--- src/rtl/visitor_direction_detector_pkg.sv ---
// Shared definitions for the visitor counter front end.
// Holds the direction FSM state encoding (3-bit) and the default filter and timeout settings.
package visitor_direction_detector_pkg;

    localparam int unsigned DEBOUNCE_CYCLES_DEF = 16;
    localparam int unsigned DB_W_DEF            = 5;
    localparam int unsigned TIMEOUT_CYCLES_DEF  = 50000;
    localparam int unsigned TO_W_DEF            = 16;

    typedef enum logic [2:0] {
        ST_IDLE    = 3'd0,
        ST_A1      = 3'd1,
        ST_A2      = 3'd2,
        ST_A3      = 3'd3,
        ST_B1      = 3'd4,
        ST_B2      = 3'd5,
        ST_B3      = 3'd6,
        ST_WAITCLR = 3'd7
    } state_e;

endpackage

--- src/rtl/visitor_direction_detector_if.sv ---
// Sensor and event bundle of the visitor direction detector.
//   sensor_a/sensor_b : raw beam inputs (1 = blocked), A outer, B inner
//   entry_pulse/exit_pulse : one-cycle pass events
//   busy : a pass is in progress
//   timeout_err : one-cycle stage-timeout event
// slave = detector side, master = sensor/consumer side.
interface visitor_direction_detector_if;

    logic sensor_a;
    logic sensor_b;
    logic entry_pulse;
    logic exit_pulse;
    logic busy;
    logic timeout_err;

    modport slave (
        input  sensor_a,
        input  sensor_b,
        output entry_pulse,
        output exit_pulse,
        output busy,
        output timeout_err
    );

    modport master (
        output sensor_a,
        output sensor_b,
        input  entry_pulse,
        input  exit_pulse,
        input  busy,
        input  timeout_err
    );

endinterface

--- src/rtl/visitor_direction_detector_sensor_debounce.sv ---
// Two-flop synchroniser followed by a debounce filter for one raw beam sensor.
//   clk, rst_n : clock, async active-low reset
//   raw        : asynchronous sensor input
//   level      : filtered level, changes only after DEBOUNCE_CYCLES stable synced cycles
module visitor_direction_detector_sensor_debounce #(
    parameter int unsigned DEBOUNCE_CYCLES = 16,
    parameter int unsigned DB_W            = 5
) (
    input  logic clk,
    input  logic rst_n,
    input  logic raw,
    output logic level
);

    logic            sync1;
    logic            sync2;
    logic [DB_W-1:0] cnt;

    // Counter tracks how long the synced value has disagreed with the accepted level.
    always_ff @(posedge clk or negedge rst_n) begin
        if (!rst_n) begin
            sync1 <= 1'b0;
            sync2 <= 1'b0;
            cnt   <= '0;
            level <= 1'b0;
        end else begin
            sync1 <= raw;
            sync2 <= sync1;
            if (sync2 == level) begin
                cnt <= '0;
            end else if (cnt == DB_W'(DEBOUNCE_CYCLES - 1)) begin
                level <= sync2;
                cnt   <= '0;
            end else begin
                cnt <= cnt + DB_W'(1);
            end
        end
    end

endmodule

--- src/rtl/visitor_direction_detector.sv ---
// Bidirectional visitor detector: filters both beam sensors and classifies each
// pass into a one-cycle entry (A->B) or exit (B->A) pulse.
//   clk, rst_n : clock, async active-low reset
//   bus        : sensors in, entry/exit/busy/timeout_err out (all outputs registered)
module visitor_direction_detector
    import visitor_direction_detector_pkg::*;
#(
    parameter int unsigned DEBOUNCE_CYCLES = DEBOUNCE_CYCLES_DEF,
    parameter int unsigned DB_W            = DB_W_DEF,
    parameter int unsigned TIMEOUT_CYCLES  = TIMEOUT_CYCLES_DEF,
    parameter int unsigned TO_W            = TO_W_DEF
) (
    input  logic                          clk,
    input  logic                          rst_n,
    visitor_direction_detector_if.slave   bus
);

    logic            fa;
    logic            fb;
    logic [1:0]      ab;
    state_e          state_q;
    state_e          state_nx;
    logic [TO_W-1:0] tmo_cnt;
    logic [TO_W-1:0] tmo_cnt_nx;
    logic            entry_nx;
    logic            exit_nx;
    logic            tmo_nx;

    visitor_direction_detector_sensor_debounce #(
        .DEBOUNCE_CYCLES(DEBOUNCE_CYCLES),
        .DB_W(DB_W)
    ) u_db_a (
        .clk(clk), .rst_n(rst_n), .raw(bus.sensor_a), .level(fa)
    );

    visitor_direction_detector_sensor_debounce #(
        .DEBOUNCE_CYCLES(DEBOUNCE_CYCLES),
        .DB_W(DB_W)
    ) u_db_b (
        .clk(clk), .rst_n(rst_n), .raw(bus.sensor_b), .level(fb)
    );

    assign ab = {fa, fb};

    // Next-state, pulse and timeout decode.
    always_comb begin
        state_nx   = state_q;
        entry_nx   = 1'b0;
        exit_nx    = 1'b0;
        tmo_nx     = 1'b0;
        tmo_cnt_nx = '0;
        case (state_q)
            ST_IDLE: begin
                if (ab == 2'b10)      state_nx = ST_A1;
                else if (ab == 2'b01) state_nx = ST_B1;
                else if (ab == 2'b11) state_nx = ST_WAITCLR;
            end
            ST_A1: begin
                if (ab == 2'b11)      state_nx = ST_A2;
                else if (ab == 2'b00) state_nx = ST_IDLE;
                else if (ab == 2'b01) state_nx = ST_WAITCLR;
            end
            ST_A2: begin
                if (ab == 2'b01)      state_nx = ST_A3;
                else if (ab == 2'b10) state_nx = ST_A1;
                else if (ab == 2'b00) state_nx = ST_WAITCLR;
            end
            ST_A3: begin
                if (ab == 2'b00) begin
                    state_nx = ST_IDLE;
                    entry_nx = 1'b1;
                end
                else if (ab == 2'b11) state_nx = ST_A2;
                else if (ab == 2'b10) state_nx = ST_WAITCLR;
            end
            ST_B1: begin
                if (ab == 2'b11)      state_nx = ST_B2;
                else if (ab == 2'b00) state_nx = ST_IDLE;
                else if (ab == 2'b10) state_nx = ST_WAITCLR;
            end
            ST_B2: begin
                if (ab == 2'b10)      state_nx = ST_B3;
                else if (ab == 2'b01) state_nx = ST_B1;
                else if (ab == 2'b00) state_nx = ST_WAITCLR;
            end
            ST_B3: begin
                if (ab == 2'b00) begin
                    state_nx = ST_IDLE;
                    exit_nx  = 1'b1;
                end
                else if (ab == 2'b11) state_nx = ST_B2;
                else if (ab == 2'b01) state_nx = ST_WAITCLR;
            end
            ST_WAITCLR: begin
                if (ab == 2'b00)      state_nx = ST_IDLE;
            end
            default: state_nx = ST_IDLE;
        endcase

        // A stalled stage overrides any decode and abandons the pass.
        if (state_q != ST_IDLE && state_q != ST_WAITCLR &&
            tmo_cnt == TO_W'(TIMEOUT_CYCLES - 1)) begin
            state_nx = ST_WAITCLR;
            entry_nx = 1'b0;
            exit_nx  = 1'b0;
            tmo_nx   = 1'b1;
        end

        if (state_nx == state_q && state_q != ST_IDLE && state_q != ST_WAITCLR) begin
            tmo_cnt_nx = tmo_cnt + TO_W'(1);
        end
    end

    // State, timeout counter and registered outputs.
    always_ff @(posedge clk or negedge rst_n) begin
        if (!rst_n) begin
            state_q         <= ST_IDLE;
            tmo_cnt         <= '0;
            bus.busy        <= 1'b0;
            bus.entry_pulse <= 1'b0;
            bus.exit_pulse  <= 1'b0;
            bus.timeout_err <= 1'b0;
        end else begin
            state_q         <= state_nx;
            tmo_cnt         <= tmo_cnt_nx;
            bus.busy        <= (state_nx != ST_IDLE);
            bus.entry_pulse <= entry_nx;
            bus.exit_pulse  <= exit_nx;
            bus.timeout_err <= tmo_nx;
        end
    end

endmodule
--- src/flat_wrapper.sv ---
// flat-port wrapper written by rule: the top's interface ports become plain ports
module visitor_direction_detector_flat import visitor_direction_detector_pkg::*;
#(
    parameter int unsigned DEBOUNCE_CYCLES = DEBOUNCE_CYCLES_DEF,
    parameter int unsigned DB_W            = DB_W_DEF,
    parameter int unsigned TIMEOUT_CYCLES  = TIMEOUT_CYCLES_DEF,
    parameter int unsigned TO_W            = TO_W_DEF
)
  (clk, rst_n, bus_sensor_a, bus_sensor_b, bus_entry_pulse, bus_exit_pulse, bus_busy, bus_timeout_err);
  visitor_direction_detector_if bus_i ();
  input  logic clk;
  input  logic rst_n;
  input wire logic [$bits(bus_i.sensor_a)-1:0] bus_sensor_a;
  input wire logic [$bits(bus_i.sensor_b)-1:0] bus_sensor_b;
  output wire logic [$bits(bus_i.entry_pulse)-1:0] bus_entry_pulse;
  output wire logic [$bits(bus_i.exit_pulse)-1:0] bus_exit_pulse;
  output wire logic [$bits(bus_i.busy)-1:0] bus_busy;
  output wire logic [$bits(bus_i.timeout_err)-1:0] bus_timeout_err;
  assign bus_i.sensor_a = bus_sensor_a;
  assign bus_i.sensor_b = bus_sensor_b;
  assign bus_entry_pulse = bus_i.entry_pulse;
  assign bus_exit_pulse = bus_i.exit_pulse;
  assign bus_busy = bus_i.busy;
  assign bus_timeout_err = bus_i.timeout_err;
  visitor_direction_detector #(.DEBOUNCE_CYCLES(DEBOUNCE_CYCLES), .DB_W(DB_W), .TIMEOUT_CYCLES(TIMEOUT_CYCLES), .TO_W(TO_W)) u_core (.clk(clk), .rst_n(rst_n), .bus(bus_i));
endmodule
--- config.mk ---
export PLATFORM = sky130hd
export DESIGN_NAME = visitor_direction_detector_flat
export DESIGN_NICKNAME = d
export VERILOG_FILES = /design/src/rtl/visitor_direction_detector_pkg.sv /design/src/rtl/visitor_direction_detector_if.sv /design/src/rtl/visitor_direction_detector_sensor_debounce.sv /design/src/rtl/visitor_direction_detector.sv /design/src/flat_wrapper.sv
export SDC_FILE = /design/constraint.sdc
export NUM_CORES = 1
export LEC_CHECK = 0
export CAP_MARGIN = 20
export CELL_PAD_IN_SITES_DETAIL_PLACEMENT = 2
export CELL_PAD_IN_SITES_GLOBAL_PLACEMENT = 2
export CORE_MARGIN = 1
export CORE_UTILIZATION = 44
export CTS_BUF_LIST = sky130_fd_sc_hd__clkbuf_2
export DETAILED_ROUTE_END_ITERATION = 7
export GPL_TIMING_DRIVEN = 0
export MAX_ROUTING_LAYER = met4
export PLACE_DENSITY_LB_ADDON = 0.12
export SLEW_MARGIN = 20
export SYNTH_ARGS = -nofsm -noshare
export SYNTH_HDL_FRONTEND = slang
export SYNTH_SLANG_ARGS = --single-unit
--- constraint.sdc ---
create_clock -name clk -period 2.6 [get_ports clk]
set_input_delay 0.26 -clock clk [delete_from_list [all_inputs] [get_ports clk]]
set_output_delay 0.26 -clock clk [all_outputs]
set_load 0.05 [all_outputs]
==> key figures, run 1 <==
Synth
  • Synthesized area: 1927 um2
  • Syn_nets: 200
  • Seq/Total Area, Yosys: 50.65%
  • Distinct cells, synth: 42
  • Seq cells post-synth: 39
  • Ys Warns: 0
  • Syn_area_per_cell: 9.984 um2
  • Cells after Synth: 193

Clocking
  • TritonCTS sink count: 39
  • Number of buffers created by CTS: 5
  • Later-pin clock latency in the skew report: 0.39 ns
  • Post-CTS sizing: 0
  • Clock transition at path regs: 0.19 ns
  • Clk root buf: clkbuf_2
  • Setup bufs post-CTS: 0
  • CTS tree: built
  • CTS Hold Bufs: 1
  • H-tree depth: 2
  • Clk buf depth: 2

Power
  • LEAKAGE: 0.8712 nW
  • Max VDD drop: 0.2489 mV
  • Pwr Density: 439.2 nW/um2

Floorplanning
  • FP Rows: 23
  • DIE HEIGHT: 68.18 um
  • Core box area: 4115 um2
  • Boundary Pins: 8
  • Die Wd: 68.18 um
  • Initial Utilization: 46.82%
  • Die ar.: 4648 um2

Min path
  • Hold worst-path end: u_core.u_db_a.sync1
  • Hold depth: 1
  • Hold Crit Class: input pin to flop
  • Hold path start: bus_sensor_a

Critical path
  • R2R setup slack: 0.49 ns
  • Startpoint types: flop
  • Crit path max fanout: 10
  • Worst path max stage delay: 0.65 ns
  • Worst EP required: 2.90 ns
  • FF-to-FF End: u_core.tmo_cnt[6]
  • Critical R2R Launch: u_core.u_db_a.level
  • Chain of cells forming the critical path: clkbuf_1, inv_1, a211oi_2, o31ai_2, buf_6, nor2_1
  • Reg2reg path depth: 6
  • Setup Crit Path Kind: flop to flop
  • CP max-delay cell: o31ai_2
  • Worst setup path startpoint: u_core.u_db_a.level
  • Worst EP arrival: 2.41 ns
  • Worst Setup End Kind: flop

Run
  • Max-cap violations: 0

Layout
  • Nets: 216
  • Utilization after layout: 51.87%
  • Most common cell after layout, fill and taps aside: dfrtp_1
  • Area Growth Syn to Fin: 10.78%
  • Commonest cells after routing, fill and taps aside: dfrtp_1 (39), nor2_1 (26), xnor2_1 (13)
  • Ant diodes: 0
  • Share of cells above drive strength 1: 11.90%
  • Non-filler cells, final: 260

Timing
  • Setup_tns: 0 ns
  • Clock skew: 0.01516 ns
  • Final period utilization: 81.09%
  • Final Hold Viols: 0
  • Fin. max-slew vios: 0
  • Worst Tran Pin Value: 0.6880 ns
  • Fin crit period: 2.108 ns
  • Slew HR: 53.86%
  • RSZ-0062 raised after global routing: false
  • Hold Slack: 0.2974 ns
  • Setup violations, final: 0
  • Fmax: 474.3 MHz

GRT
  • Met3 global-route usage: 5.500%
  • Vias in the first global route: 1714
  • GR Util met1: 30.76%
  • First-pass GRT wire length: 8618 um
  • Grt total ovfl: 0
  • All-Layer GR Usage: 26.84%
  • Initial antenna violation count: 0
  • Largest net degree at the start of global routing: 23
  • GR peak layer: met2
  • Global Route met2 Usage: 46.32%

Placement
  • Post-DP HPWL: 3961 um
  • IO buf count: 7
  • Placed insts: 251
  • RePlAce Congestion: 0.7541

Routing
  • Avg Vias per Cell: 5.685
  • DRC Markers: 0
  • DRT Pass-1 Iters: 3
  • Post-Route WL: 5322 um
  • Number of routed nets with antenna violations: 0
  • WL/cell: 20.47 um
  • DR iter-0 viols: 59
  • Vias: 1478

Status
  • Result of the run: finished, final reports clean
==> through the flow <==
stage / instance area [um2] / setup slack (ns) / power (mW)
after floorplan: 1927 / 0.9293 / 0.6475
after global placement: 2059 / 0.3798 / 0.6663
after detailed placement: 2082 / 0.5159 / 0.6756
after CTS: 2135 / 0.4781 / 0.9520
after global routing: 2135 / 0.3584 / 0.9766
final: 2135 / 0.4917 / 0.9375
==> cell families after synthesis <==
| group | after synthesis | synth area share (%) |
|---|---|---|
| AND/OR/NAND/NOR | 83 | 23.57 |
| AO/OA/AOI/OAI | 31 | 10.58 |
| flip-flops | 39 | 50.65 |
| buffers and inverters | 16 | 3.701 |
| XOR/XNOR | 21 | 9.546 |
| adder cells (fa/ha/maj) | 3 | 1.948 |
==> per-layer routing <==
metal / vias to the layer above / routed length [um]
li1: 708 / -
met1: 742 / 2370
met2: 19 / 2754
met3: 9 / 111
met4: 0 / 86
met5: - / 0
==> where the power goes <==
group / internal (mW) / total, mW / switching (mW) / leakage [nW]
sequential: 0.618 / 0.625 / 0.00749 / 0.531
combinational: 0.0164 / 0.0393 / 0.0229 / 0.312
clock: 0.0686 / 0.273 / 0.204 / 0.0290
total: 0.703 / 0.937 / 0.234 / 0.871
==> state kept, by name (all words and copies together) (netlist names) <==
name	count
u_core.u_db_b.cnt	5
u_core.state_q	3
u_core.u_db_a.cnt	5
u_core.bus.exit_pulse	1
u_core.u_db_a.sync2	1
u_core.tmo_cnt	16
u_core.u_db_a.level	1
u_core.bus.entry_pulse	1
u_core.u_db_b.sync2	1
u_core.u_db_b.level	1
u_core.u_db_b.sync1	1
u_core.bus.timeout_err	1
u_core.u_db_a.sync1	1
u_core.bus.busy	1
==> worst max path at each step <==
stage                     slack [ns]              endpoint
after floorplan                 0.93    u_core.tmo_cnt[11]
after global placement          0.38  u_core.u_db_a.cnt[3]
after detailed placement        0.52    u_core.tmo_cnt[10]
after CTS                       0.48     u_core.tmo_cnt[8]
after global routing            0.36     u_core.tmo_cnt[8]
final                           0.49     u_core.tmo_cnt[6]
==> final cells by class <==
type                    instances  area (um2)
fillers                       443        1981
multi-input cells             138       879.6
inverters                       7       26.28
clock inverters                 2       12.51
repair buffers                  9       102.6
well taps                      50       62.56
plain buffers                   9       45.04
flip-flops and latches         39       975.9
clock buffers                   6       30.03
==> critical path: cells and delay by family (launching register included) <==
| family | cells | cell delay, ns |
|---|---|---|
| AO/OA/AOI/OAI | 2 | 0.74 |
| buffers and inverters | 3 | 0.81 |
| flip-flops | 1 | 0.41 |
| AND/OR/NAND/NOR | 1 | 0.06 |
==> cells in the mapped netlist, drive strengths merged <==
master / n / area [um2]
a311o: 1 / 10.01
clkbuf: 5 / 18.77
a22oi: 1 / 7.510
or2: 2 / 12.51
o21ai: 6 / 30.03
nand2b: 1 / 6.260
o22ai: 3 / 18.77
nor4b: 1 / 8.760
nor2b: 1 / 6.260
nand2: 9 / 33.78
and4bb: 1 / 12.51
nor3: 6 / 30.03
and2: 3 / 18.77
a31oi: 2 / 12.51
nor2: 26 / 97.59
o31ai: 2 / 20.02
nand3: 10 / 55.05
a21oi: 9 / 45.04
a21o: 1 / 7.510
a211oi: 4 / 35.03
nand4: 3 / 18.77
dfrtp: 39 / 975.9
buf: 4 / 26.27
or3: 2 / 18.77
a221oi: 1 / 8.760
xor2: 8 / 70.07
inv: 7 / 26.28
nor3b: 2 / 15.01
xnor2: 13 / 113.9
ha: 3 / 37.54
and3: 4 / 25.02
nand3b: 3 / 22.52
or4: 1 / 7.510
or3b: 3 / 26.28
nor4bb: 2 / 20.02
o2bb2ai: 1 / 8.760
nor4: 3 / 18.77
No activity file was read; power rests on OpenSTA's default activity.
==> inputs of run 2 (changes only) <==
CORE_UTILIZATION = 37   (was 44)
clock period = 1.7 ns   (was 2.6 ns; I/O delays follow)
==> key figures, run 2 (synthesis gave the netlist of run 1 again) <==
Floorplanning
  • Die ar.: 5500 um2
  • Initial Utilization: 39.49%
  • Die Wd: 74.17 um
  • Boundary Pins: 8
  • FP Rows: 25
  • Core box area: 4880 um2
  • DIE HEIGHT: 74.17 um

Critical path
  • Worst Setup End Kind: flop
  • Crit path max fanout: 6
  • Worst EP arrival: 2.04 ns
  • Critical R2R Launch: u_core.tmo_cnt[0]
  • R2R setup slack: 0.009 ns
  • Setup Crit Path Kind: flop to flop
  • Worst EP required: 2.05 ns
  • FF-to-FF End: u_core.tmo_cnt[15]
  • Reg2reg path depth: 4
  • Startpoint types: flop

Layout
  • Non-filler cells, final: 298
  • Ant diodes: 0
  • Most common cell after layout, fill and taps aside: dfrtp_1
  • Commonest cells after routing, fill and taps aside: dfrtp_1 (33), buf_4 (19), nor2_1 (18)
  • Utilization after layout: 51.31%
  • Share of cells above drive strength 1: 32.47%
  • Nets: 237
  • Fillers: 526
  • Max reg flops: 16
  • Area Growth Syn to Fin: 29.94%
  • Largest registers: u_core.tmo_cnt x16, u_core.u_db_a.cnt x5, u_core.u_db_b.cnt x5
  • Biggest register: u_core.tmo_cnt

Placement
  • RePlAce Congestion: 0.7558
  • IO buf count: 7
  • Post-DP HPWL: 3370 um
  • Placed insts: 268

Min path
  • Hold Crit Class: input pin to async pin

Routing
  • Post-Route WL: 5330 um
  • Avg Vias per Cell: 5.299
  • DR iter-0 viols: 73
  • DRC Markers: 0
  • WL/cell: 17.89 um
  • Number of routed nets with antenna violations: 0
  • Vias: 1579
  • DRT Pass-1 Iters: 4

GRT
  • All-Layer GR Usage: 21.89%
  • Initial antenna violation count: 0
  • Vias in the first global route: 1723
  • Grt total ovfl: 0
  • First-pass GRT wire length: 8521 um
  • Largest net degree at the start of global routing: 31

Timing
  • Fin. max-slew vios: 0
  • RSZ-0062 raised after global routing: true
  • Worst Tran Pin Value: 0.5518 ns
  • Setup violations, final: 0
  • Fmax: 591.3 MHz
  • Final Hold Viols: 0
  • Hold Slack: 0.1336 ns
  • Slew HR: 62.93%
  • Fin crit period: 1.691 ns
  • Clock skew: 0.006640 ns
  • Final period utilization: 99.49%

Power
  • Max VDD drop: 0.3765 mV
  • Pwr Density: 576.4 nW/um2
  • LEAKAGE: 1.009 nW

Status
  • Result of the run: finished, final reports clean

Clocking
  • H-tree depth: 2
  • Clk root buf: clkbuf_2
  • TritonCTS sink count: 39
  • CTS tree: built
  • Clk buf depth: 2
  • Later-pin clock latency in the skew report: 0.40 ns
  • Clock transition at path regs: 0.21 ns
  • Number of buffers created by CTS: 5

Run
  • Max-cap violations: 0
run 2: cell count changes in the layout (fill, tap and decap cells not counted), sizes merged:
cell,change
dlygate4sd2,+4
clkdlybuf4s50,-4
clkbuf,-2
clkinv,+1
clkinvlp,+1
inv,-1
buf,+22
run 2: worst max-delay path, cell delays in order (launching register included):
cell and delay [ns]:
dfrtp_2 0.47, nand3_4 0.12, or3_4 0.43, or4_4 0.49, a21oi_2 0.13
run 2: power by group:
group / internal [mW] / total, mW / switching [mW]
clock: 0.0988 / 0.429 / 0.330
combinational: 0.0235 / 0.0577 / 0.0342
sequential: 0.945 / 0.957 / 0.0114
run 2: metrics by stage:
| step | power, mW | setup TNS, ns | area (um2) | setup slack [ns] |
|---|---|---|---|---|
| 2_1_floorplan | 0.9903 | 0 | 1927 | 0.02927 |
| 3_3_place_gp | 1.019 | -21.32 | 2081 | -0.4484 |
| 3_5_place_dp | 1.032 | -5.440 | 2096 | -0.3872 |
| 4_1_cts | 1.473 | -0.009080 | 2338 | -0.009080 |
| 5_1_grt | 1.515 | -0.1320 | 2504 | -0.04723 |
| 6_report | 1.443 | 0 | 2504 | 0.008700 |
run 2: area by class of cell:
| type | instances | area (um2) | share of cell area, % |
|---|---|---|---|
| repair buffers | 32 | 277.8 | 11.09 |
| plain buffers | 7 | 52.55 | 2.099 |
| inverters | 7 | 30.03 | 1.199 |
| flip-flops and latches | 39 | 983.4 | 39.28 |
| multi-input cells | 138 | 1031 | 41.18 |
| clock inverters | 3 | 20.02 | 0.7996 |
| well taps | 67 | 83.83 | 3.348 |
| clock buffers | 5 | 25.02 | 0.9995 |
run 2: worst max-delay path by stage:
stage | startpoint | depth (start not counted) | endpoint | slack, ns
6_report | u_core.tmo_cnt[0] | 4 | u_core.tmo_cnt[15] | 0.009
5_1_grt | u_core.tmo_cnt[7] | 5 | u_core.state_q[1] | -0.05
4_1_cts | u_core.tmo_cnt[1] | 4 | u_core.tmo_cnt[15] | -0.009
3_5_place_dp | u_core.u_db_a.level | 6 | u_core.tmo_cnt[12] | -0.39
3_3_place_gp | rst_n | 1 | u_core.bus.exit_pulse | -0.45
2_1_floorplan | u_core.state_q[1] | 6 | u_core.tmo_cnt[11] | 0.03
run 2: routing by layer:
layer / share of wire [%] / wire length (um) / GRT usage (%) / up-vias
li1: - / - / - / 746
met1: 43 / 2315 / 24.12 / 816
met5: 0 / 0 / - / -
met4: 1.4 / 74 / 8.547 / 0
met3: 1.6 / 84 / 4.065 / 5
met2: 54 / 2856 / 38.89 / 12
run 2: timing repair:
action                                  in CTS  in global routing
cloned                                       1                  0
gates resized for setup                     30                 27
setup buffers                               11                 11
hold buffers                                 1                  0
endpoints found under the setup margin      27                 21
endpoints found under the hold margin       39                  0
pin swaps                                    8                  7
==> inputs of run 3 (changes only) <==
CORE_UTILIZATION = 44   (was 37)
clock period = 1.96 ns   (was 1.7 ns; I/O delays follow)
==> key figures, run 3 (synthesis gave the netlist of run 1 again) <==
Layout
  • Commonest cells after routing, fill and taps aside: dfrtp_1 (38), nor2_1 (26), xnor2_1 (13)
  • Utilization after layout: 54.21%
  • Max reg flops: 16
  • Ant diodes: 0
  • Nets: 221
  • Largest registers: u_core.tmo_cnt x16, u_core.u_db_a.cnt x5, u_core.u_db_b.cnt x5
  • Area Growth Syn to Fin: 15.78%
  • Most common cell after layout, fill and taps aside: dfrtp_1
  • Share of cells above drive strength 1: 17.21%
  • Biggest register: u_core.tmo_cnt

Critical path
  • Chain of cells forming the critical path: buf_2, or3b_2, a211oi_4, o31ai_4, buf_6, nor2_1
  • Worst EP required: 2.29 ns
  • Buf/Inv on CP: 2
  • Delay-heaviest family, CP: simple AND/OR/NAND/NOR gates
  • Setup Crit Path Kind: flop to flop
  • Worst EP arrival: 2.27 ns
  • Crit path max fanout: 10
  • Worst path max stage delay: 0.53 ns
  • CP max-delay cell: or3b_2
  • Startpoint types: flop
  • Worst Setup End Kind: flop

Power
  • Total chip power: 1.253 mW
  • Max VDD drop: 0.3259 mV
  • LEAKAGE: 0.9040 nW
  • Pwr Density: 561.5 nW/um2

Timing
  • Final period utilization: 99.24%
  • Final Hold Viols: 0
  • Worst Tran Pin Value: 0.7481 ns
  • Fmax: 514.1 MHz
  • Fin. max-slew vios: 0
  • Setup violations, final: 0
  • Fin crit period: 1.945 ns
  • Clock skew: 0.02102 ns
  • Slew HR: 50.12%

Run
  • Max-cap violations: 0

Placement
  • IO buf count: 7
  • RePlAce Congestion: 0.7541
  • Post-DP HPWL: 3961 um

Clocking
  • Clock transition at path regs: 0.22 ns
  • H-tree depth: 2
  • Clk buf depth: 2
  • CTS tree: built
  • TritonCTS sink count: 39
  • Later-pin clock latency in the skew report: 0.40 ns
  • Clk root buf: clkbuf_2
  • Number of buffers created by CTS: 5

Routing
  • DR iter-0 viols: 68
  • Vias: 1515
  • DRC Markers: 0
  • WL/cell: 21.83 um
  • Avg Vias per Cell: 5.717
  • DRT Pass-1 Iters: 4
  • Post-Route WL: 5786 um
  • Number of routed nets with antenna violations: 0

Floorplanning
  • Boundary Pins: 8
  • Die Wd: 68.18 um
  • Die ar.: 4648 um2
  • DIE HEIGHT: 68.18 um
  • Initial Utilization: 46.82%
  • Core box area: 4115 um2
  • FP Rows: 23

Min path
  • Hold Crit Class: input pin to flop

GRT
  • Initial antenna violation count: 0
  • First-pass GRT wire length: 8880 um
  • Grt total ovfl: 0
  • Vias in the first global route: 1726
  • Largest net degree at the start of global routing: 23
  • All-Layer GR Usage: 28.01%

Status
  • Result of the run: finished, final reports clean
run 3: metal layers:
layer | part of all wire [%] | up-vias | global-route usage, %
met3 | 2.3 | 11 | 5.833
met5 | 0 | - | -
met2 | 51 | 22 | 47.30
met4 | 2.3 | 0 | 11.98
met1 | 44 | 768 | 31.93
li1 | - | 714 | -
run 3: final timing paths:
| path | start | endpoint | slack [ns] | cells past startpoint |
|---|---|---|---|---|
| worst max-delay path | u_core.state_q[1] | u_core.tmo_cnt[9] | 0.01 | 6 |
| worst min-delay path | bus_sensor_a | u_core.u_db_a.sync1 | 0.23 | 1 |
| worst max register to register | u_core.state_q[1] | u_core.tmo_cnt[9] | 0.01 | 6 |
| worst min register to register | u_core.u_db_a.sync1 | u_core.u_db_a.sync2 | 0.38 | 0 |
| max in group asynchronous | rst_n | u_core.u_db_a.level | 1.23 | 3 |
| min in group asynchronous | rst_n | u_core.tmo_cnt[8] | 0.25 | 2 |
run 3: timing repair:
action	CTS	global route
setup endpoints to repair	15	11
gates resized for setup	5	7
hold buffers	1	0
buffers inserted	3	3
hold endpoints to repair	17	0
pin swaps	1	2
run 3: power breakdown:
group	leakage (nW)	switching [mW]	internal (mW)
registers	0.529	0.00996	0.820
clock network	0.0290	0.280	0.0911
logic	0.346	0.0303	0.0217
run 3: layout make-up:
cell class | count | area [um2]
multi-input cells | 138 | 928.4
clock buffers | 6 | 30.03
repair buffers | 15 | 147.6
fillers | 430 | 1884
flip-flops and latches | 39 | 977.2
inverters | 7 | 30.03
plain buffers | 8 | 42.54
clock inverters | 2 | 12.51
well taps | 50 | 62.56
run 3: worst register-to-register path, cell delays in order (launching register included):
cell and delay, ns:
dfrtp_1 0.41, buf_2 0.17, or3b_2 0.53, a211oi_4 0.31
o31ai_4 0.12, buf_6 0.17, nor2_1 0.16
run 3: metrics by stage:
stage / area (um2) / setup WS (ns) / setup TNS [ns] / instances / hold slack, ns
2_1_floorplan: 1927 / 0.2893 / 0 / 193 / -0.09959
3_3_place_gp: 2059 / -0.1962 / -7.584 / 250 / 0.3317
3_5_place_dp: 2082 / -0.1241 / -1.151 / 251 / 0.1726
4_1_cts: 2185 / 0.02414 / 0 / 262 / 0.2056
5_1_grt: 2231 / -0.06914 / -0.1414 / 265 / 0.2011
6_report: 2231 / 0.01481 / 0 / 265 / 0.2271
